File: config.mk
export PLATFORM = sky130hd
export DESIGN_NAME = push_control_flat
export DESIGN_NICKNAME = d
export VERILOG_FILES = /design/src/rtl/mips_pkg.sv /design/src/rtl/push_control_if.sv /design/src/rtl/push_control.sv /design/src/flat_wrapper.sv
export SDC_FILE = /design/constraint.sdc
export NUM_CORES = 1
export LEC_CHECK = 0
export ABC_CLOCK_PERIOD_IN_PS = 3200
export CORE_AREA = 2 2 107 109
export DETAILED_ROUTE_END_ITERATION = 7
export DIE_AREA = 0 0 109 111
export HOLD_SLACK_MARGIN = 0.15
export PLACE_DENSITY_LB_ADDON = 0.1
export SLEW_MARGIN = 20
export SYNTH_ARGS = -nofsm -noshare
export SYNTH_HDL_FRONTEND = slang
export SYNTH_SLANG_ARGS = --single-unit
export TNS_END_PERCENT = 5
File: constraint.sdc
create_clock -name clk -period 3.2 [get_ports clk]
set_clock_uncertainty 0.05 [all_clocks]
set_input_delay 0.32 -clock clk [delete_from_list [all_inputs] [get_ports clk]]
set_output_delay 0.32 -clock clk [all_outputs]
set_load 0.01 [all_outputs]
File: src/rtl/mips_pkg.sv
// Shared memory-stage definitions for the
// stack-push sequencer.
package mips_pkg;

  typedef enum logic [2:0] {
    PS_IDLE = 3'd0,
    PS_HI   = 3'd1,
    PS_LO   = 3'd2,
    PS_FLG  = 3'd3,
    PS_JUMP = 3'd4
  } ps_t;

  localparam logic JSEL_CALL = 1'b0;
  localparam logic JSEL_INT  = 1'b1;

  localparam int PUSH_CALL = 2;
  localparam int PUSH_INT  = 3;

endpackage

File: src/rtl/push_control_if.sv
// Push sequencer <-> memory stage bundle:
// requests in, data-memory write port and SP out.
interface push_control_if #(
  parameter int DATA_W = 16,
  parameter int ADDR_W = 32,
  parameter int FLAG_W = 4
);
  logic              call;
  logic              int_req;
  logic [31:0]       pc_in;
  logic [ADDR_W-1:0] sp_in;
  logic [FLAG_W-1:0] flags_in;
  logic              mem_we;
  logic [ADDR_W-1:0] mem_addr;
  logic [DATA_W-1:0] mem_wdata;
  logic [ADDR_W-1:0] sp_out;
  logic              sp_we;
  logic              stall;
  logic              jump;
  logic              jump_sel;
  logic              int_ack;

  modport master (
    output call, int_req, pc_in,
    output sp_in, flags_in,
    input  mem_we, mem_addr, mem_wdata,
    input  sp_out, sp_we, stall,
    input  jump, jump_sel, int_ack
  );

  modport slave (
    input  call, int_req, pc_in,
    input  sp_in, flags_in,
    output mem_we, mem_addr, mem_wdata,
    output sp_out, sp_we, stall,
    output jump, jump_sel, int_ack
  );
endinterface

File: src/rtl/push_control.sv
// Stack-push sequencer: pushes return PC (and
// flags on interrupt), then updates SP and jumps.
module push_control
  import mips_pkg::*;
#(
  parameter int DATA_W = 16,
  parameter int ADDR_W = 32,
  parameter int FLAG_W = 4
) (
  input logic         clk,
  input logic         rst,
  push_control_if.slave bus
);

  ps_t               state;
  logic [31:0]       pc_q;
  logic [ADDR_W-1:0] sp_q;
  logic [FLAG_W-1:0] flg_q;
  logic              kind_q;
  logic              pend_q;

  logic idle;
  logic irq;
  logic acc;
  logic int_acc;

  assign idle    = (state == PS_IDLE);
  assign irq     = bus.int_req | pend_q;
  assign acc     = !rst & idle & (bus.call | irq);
  assign int_acc = acc & !bus.call;

  always_ff @(posedge clk or posedge rst) begin
    if (rst) begin
      state  <= PS_IDLE;
      pc_q   <= '0;
      sp_q   <= '0;
      flg_q  <= '0;
      kind_q <= 1'b0;
      pend_q <= 1'b0;
    end else begin
      if (int_acc)
        pend_q <= 1'b0;
      else if (bus.int_req)
        pend_q <= 1'b1;
      unique case (state)
        PS_IDLE: begin
          if (acc) begin
            pc_q   <= bus.pc_in;
            sp_q   <= bus.sp_in;
            flg_q  <= bus.flags_in;
            kind_q <= bus.call ? JSEL_CALL
                               : JSEL_INT;
            state  <= PS_HI;
          end
        end
        PS_HI:  state <= PS_LO;
        PS_LO:  state <= (kind_q == JSEL_INT)
                         ? PS_FLG : PS_JUMP;
        PS_FLG: state <= PS_JUMP;
        PS_JUMP: state <= PS_IDLE;
        default: state <= PS_IDLE;
      endcase
    end
  end

  always_comb begin
    bus.mem_we    = 1'b0;
    bus.mem_addr  = '0;
    bus.mem_wdata = '0;
    bus.sp_out    = '0;
    bus.sp_we     = 1'b0;
    bus.stall     = 1'b0;
    bus.jump      = 1'b0;
    bus.jump_sel  = 1'b0;
    bus.int_ack   = 1'b0;
    unique case (state)
      PS_IDLE: begin
        bus.stall   = acc;
        bus.int_ack = int_acc;
      end
      PS_HI: begin
        bus.stall     = 1'b1;
        bus.mem_we    = 1'b1;
        bus.mem_addr  = sp_q;
        bus.mem_wdata = DATA_W'(pc_q[31:16]);
      end
      PS_LO: begin
        bus.stall     = 1'b1;
        bus.mem_we    = 1'b1;
        bus.mem_addr  = sp_q - ADDR_W'(1);
        bus.mem_wdata = DATA_W'(pc_q[15:0]);
      end
      PS_FLG: begin
        bus.stall     = 1'b1;
        bus.mem_we    = 1'b1;
        bus.mem_addr  = sp_q - ADDR_W'(2);
        bus.mem_wdata = DATA_W'(flg_q);
      end
      PS_JUMP: begin
        bus.jump     = 1'b1;
        bus.jump_sel = kind_q;
        bus.sp_we    = 1'b1;
        // SP ends just below the last pushed word
        bus.sp_out   = sp_q - ((kind_q == JSEL_INT)
                       ? ADDR_W'(PUSH_INT)
                       : ADDR_W'(PUSH_CALL));
      end
      default: ;
    endcase
  end

endmodule

File: src/flat_wrapper.sv
// flat-port wrapper written by rule: the top's interface ports become plain ports
module push_control_flat import mips_pkg::*;
#(
  parameter int DATA_W = 16,
  parameter int ADDR_W = 32,
  parameter int FLAG_W = 4
)
  (clk, rst, bus_call, bus_int_req, bus_pc_in, bus_sp_in, bus_flags_in, bus_mem_we, bus_mem_addr, bus_mem_wdata, bus_sp_out, bus_sp_we, bus_stall, bus_jump, bus_jump_sel, bus_int_ack);
  push_control_if #(.DATA_W(DATA_W), .ADDR_W(ADDR_W), .FLAG_W(FLAG_W)) bus_i ();
  input logic clk;
  input logic rst;
  input wire logic [$bits(bus_i.call)-1:0] bus_call;
  input wire logic [$bits(bus_i.int_req)-1:0] bus_int_req;
  input wire logic [$bits(bus_i.pc_in)-1:0] bus_pc_in;
  input wire logic [$bits(bus_i.sp_in)-1:0] bus_sp_in;
  input wire logic [$bits(bus_i.flags_in)-1:0] bus_flags_in;
  output wire logic [$bits(bus_i.mem_we)-1:0] bus_mem_we;
  output wire logic [$bits(bus_i.mem_addr)-1:0] bus_mem_addr;
  output wire logic [$bits(bus_i.mem_wdata)-1:0] bus_mem_wdata;
  output wire logic [$bits(bus_i.sp_out)-1:0] bus_sp_out;
  output wire logic [$bits(bus_i.sp_we)-1:0] bus_sp_we;
  output wire logic [$bits(bus_i.stall)-1:0] bus_stall;
  output wire logic [$bits(bus_i.jump)-1:0] bus_jump;
  output wire logic [$bits(bus_i.jump_sel)-1:0] bus_jump_sel;
  output wire logic [$bits(bus_i.int_ack)-1:0] bus_int_ack;
  assign bus_i.call = bus_call;
  assign bus_i.int_req = bus_int_req;
  assign bus_i.pc_in = bus_pc_in;
  assign bus_i.sp_in = bus_sp_in;
  assign bus_i.flags_in = bus_flags_in;
  assign bus_mem_we = bus_i.mem_we;
  assign bus_mem_addr = bus_i.mem_addr;
  assign bus_mem_wdata = bus_i.mem_wdata;
  assign bus_sp_out = bus_i.sp_out;
  assign bus_sp_we = bus_i.sp_we;
  assign bus_stall = bus_i.stall;
  assign bus_jump = bus_i.jump;
  assign bus_jump_sel = bus_i.jump_sel;
  assign bus_int_ack = bus_i.int_ack;
  push_control #(.DATA_W(DATA_W), .ADDR_W(ADDR_W), .FLAG_W(FLAG_W)) u_core (.clk(clk), .rst(rst), .bus(bus_i));
endmodule
==> impl_metrics.ini <==
[outcome]
outcome = finished with violations
violations = negative setup slack

[worst_setup_path]
r2r-end = u_core.sp_q[13]
critPathMaxStageDelay_ns = 0.63
required_ns = 2.83
cp-end-kind = primary output
startpoint = u_core.sp_q[17]
crit_type = flip-flop to primary output
cp_num_buf_inv = 2
endpoint = bus_mem_addr[25]
path_delay_family = simple AND/OR/NAND/NOR gates
worstSetupStartpointType = flip-flop
r2r_cells = 5
crit_slowest_cell = clkdlybuf4s50_1
r2r_slack_ns = 0.63
crit_arrival_ns = 2.96
cp.depth = 6
worstPathMaxFanout = 6
crit_chain = or4_4 -> buf_4 -> nor3_1 -> nand3_1 -> o41ai_1 -> clkdlybuf4s50_1
reg2reg_from = u_core.state[1]

[clocking]
tritoncts = done
cts-buffers-inserted = 9
clkTransAtPathRegs_ns = 0.06
insertion_delay_ns = 0.34
cts.sinks = 73
htree_levels = 3
clk_path_buf_depth = 2
cts_root_buffer = clkbuf_16

[sta]
setup_viol = 5
max_slew_margin = 0.468
worstMarginPinSlew_ns = 0.797
drv_slew = 0
setup_ws_ns = -0.128
hold_ws_ns = 0.428
rsz0062_at_grt = yes
hold_violations = 0
max_freq_ghz = 0.301
period_share = 1.04
period_needed_ns = 3.33

[global_route]
grt_max_degree = 64
grt_overflow_total = 0
grt_pass1_vias = 5103
antenna_found_initial = 0
grt_first_pass_wirelength_mm = 26.3
track_usage = 0.282

[floorplan]
dieWidth_um = 109
start_util = 0.451
dieArea_um2 = 12100
die_h_um = 111
core_um2 = 11100
rows = 39
io_pins = 158

[synthesis]
synth-edff-count = 0
syn_inst = 562
ys.flop_type = dfrtp_1
syn_area_per_cell_um2 = 8.89
ys_async_sr_fraction = 1.00
syn-num-nets = 640
synth-seq-cells = 73
yosys_warnings = 0
ys_types = 51
netlist_area_um2 = 5000
ys_seq_area_frac = 0.366

[layout]
layout-drive-gt1-share = 0.249
multi_input_area_um2 = 3100
nets = 818
area_growth_pct = 50.3
fillers = 930
seq_area_um2 = 1830
diodes = 0
fin_area_um2 = 7510

[routing]
drcViolationCount = 0
drt_wl_total_mm = 16.6
viasPerCell = 5.69
ant_nets = 0
wl_per_cell_um = 18.7
via_count = 5047
first_pass_iters = 5
drtIter0Drc = 278

[placement]
placed_cell_area_um2 = 7020
io_buffers = 157
gp_congestion = 0.983
dpl.hpwl_mm = 12.4

[worst_hold_path]
hold_class = input port to async pin

[power_and_ir_drop]
powerDensity_nw_per_um2 = 947
leakagePower_nw = 3.08
ir_worst_vdd_uv = 581

[run]
drv_cap = 0
[cell type report]
| cell class | instances | area share |
|---|---|---|
| clock buffers | 10 | 0.0318 |
| clock inverters | 5 | 0.00750 |
| inverters | 11 | 0.00567 |
| multi-input cells | 428 | 0.412 |
| flip-flops and latches | 73 | 0.244 |
| well taps | 143 | 0.0238 |
| repair buffers | 217 | 0.275 |
[worst reg2reg max path, delay by kind of cell, from the launching register on]
| family | cells | cell delay (ns) |
|---|---|---|
| mux | 1 | 0.46 |
| simple gates | 2 | 0.54 |
| flops | 1 | 0.49 |
| buf+inv | 2 | 0.91 |
[power by group]
part           switching (mW)  internal (mW)
registers               0.454           1.40
logic                    2.10           2.14
clock network           0.395          0.618
total                    2.95           4.15
[state kept, by name, indices dropped and copies added (netlist names)]
signal,count
u_core.flg_q,4
u_core.kind_q,1
u_core.pc_q,32
u_core.pend_q,1
u_core.sp_q,32
u_core.state,3
[synthesized netlist by cell type (5+ instances only)]
cell type	instances	area, µm²
dfrtp_1	73	1830
nor2_1	66	248
mux2_2	64	721
clkbuf_1	39	146
nand2_1	36	135
a21oi_1	32	160
o21ai_0	26	130
nand3_1	23	115
nor4_1	17	106
xor2_1	17	149
xnor2_1	15	131
a22o_1	14	123
or4_1	14	105
nor3_1	13	65.1
inv_1	11	41.3
o211ai_1	8	60.1
or3_1	8	50.1
o311ai_0	7	61.3
ha_1	6	75.1
nor2b_1	6	37.5
buf_1	5	18.8
nand2b_1	5	31.3
[repair_timing]
| item | in CTS | in global routing |
|---|---|---|
| endpoints found under the setup margin | 38 | 38 |
| hold buffers | 0 | 0 |
| pin swaps | 1 | 2 |
| buffers inserted | 1 | 0 |
| resized for setup | 32 | 37 |
[stage by stage]
stage	setup TNS (ns)	total power, mW	setup WS, ns	utilization	instances
floorplan	0	4.06	0.398	-	562
global placement	0	5.90	0.0529	0.633	871
detailed placement	0	5.97	0.0762	0.633	871
CTS	-0.732	7.02	-0.158	0.665	887
global route	-0.872	7.57	-0.192	0.678	887
finish	-0.292	7.11	-0.128	0.678	887
[metal layers]
| layer | vias to the layer above | routed length, µm | global-route usage |
|---|---|---|---|
| met4 | 0 | 493 | 0.132 |
| met3 | 34 | 1270 | 0.0606 |
| met5 | - | 0 | 0 |
| li1 | 2385 | - | - |
| met1 | 2415 | 6450 | 0.329 |
| met2 | 213 | 8340 | 0.485 |
[layout by cell type, fill, tap and decap left out, drive strengths merged, types with 3 or more instances in the layout]
cell type	n
nand2	36
nor2	66
o31ai	4
or4	16
dlymetal6s2s	11
or2	3
nor4	19
clkdlybuf4s50	132
buf	60
and3	3
o211ai	8
dlygate4sd2	14
nor2b	6
o41ai	3
clkbuf	10
nand3	23
nand2b	5
mux2i	4
xnor2	15
xor2	17
inv	10
nor3b	3
o311ai	9
clkinv	4
and2	4
nand4	3
dfrtp	73
a21oi	32
o21ai	27
ha	6
a22o	14
o22ai	4
mux2	64
nor3	15
or3	8
[cells by family (layout without fill, tap and decap cells)]
logic type | Yosys count | in the layout | synth area share
simple gates | 216 | 216 | 0.225
compound gates | 106 | 106 | 0.136
flops | 73 | 73 | 0.366
mux | 68 | 68 | 0.152
buf+inv | 61 | 243 | 0.0503
xor+xnor | 32 | 32 | 0.0561
fa+ha+maj | 6 | 6 | 0.0150
[worst min-delay path by stage]
| stage | from | to | depth (start not counted) |
|---|---|---|---|
| CTS | u_core.flg_q[3] | u_core.flg_q[3] | 1 |
| floorplan | bus_sp_in[0] | u_core.sp_q[0] | 2 |
| global route | u_core.pc_q[12] | u_core.pc_q[12] | 1 |
| finish | rst | u_core.state[2] | 2 |
| detailed placement | u_core.flg_q[3] | u_core.flg_q[3] | 1 |
| global placement | u_core.pc_q[28] | u_core.pc_q[28] | 1 |
No activity file was read; power rests on OpenSTA's default activity.
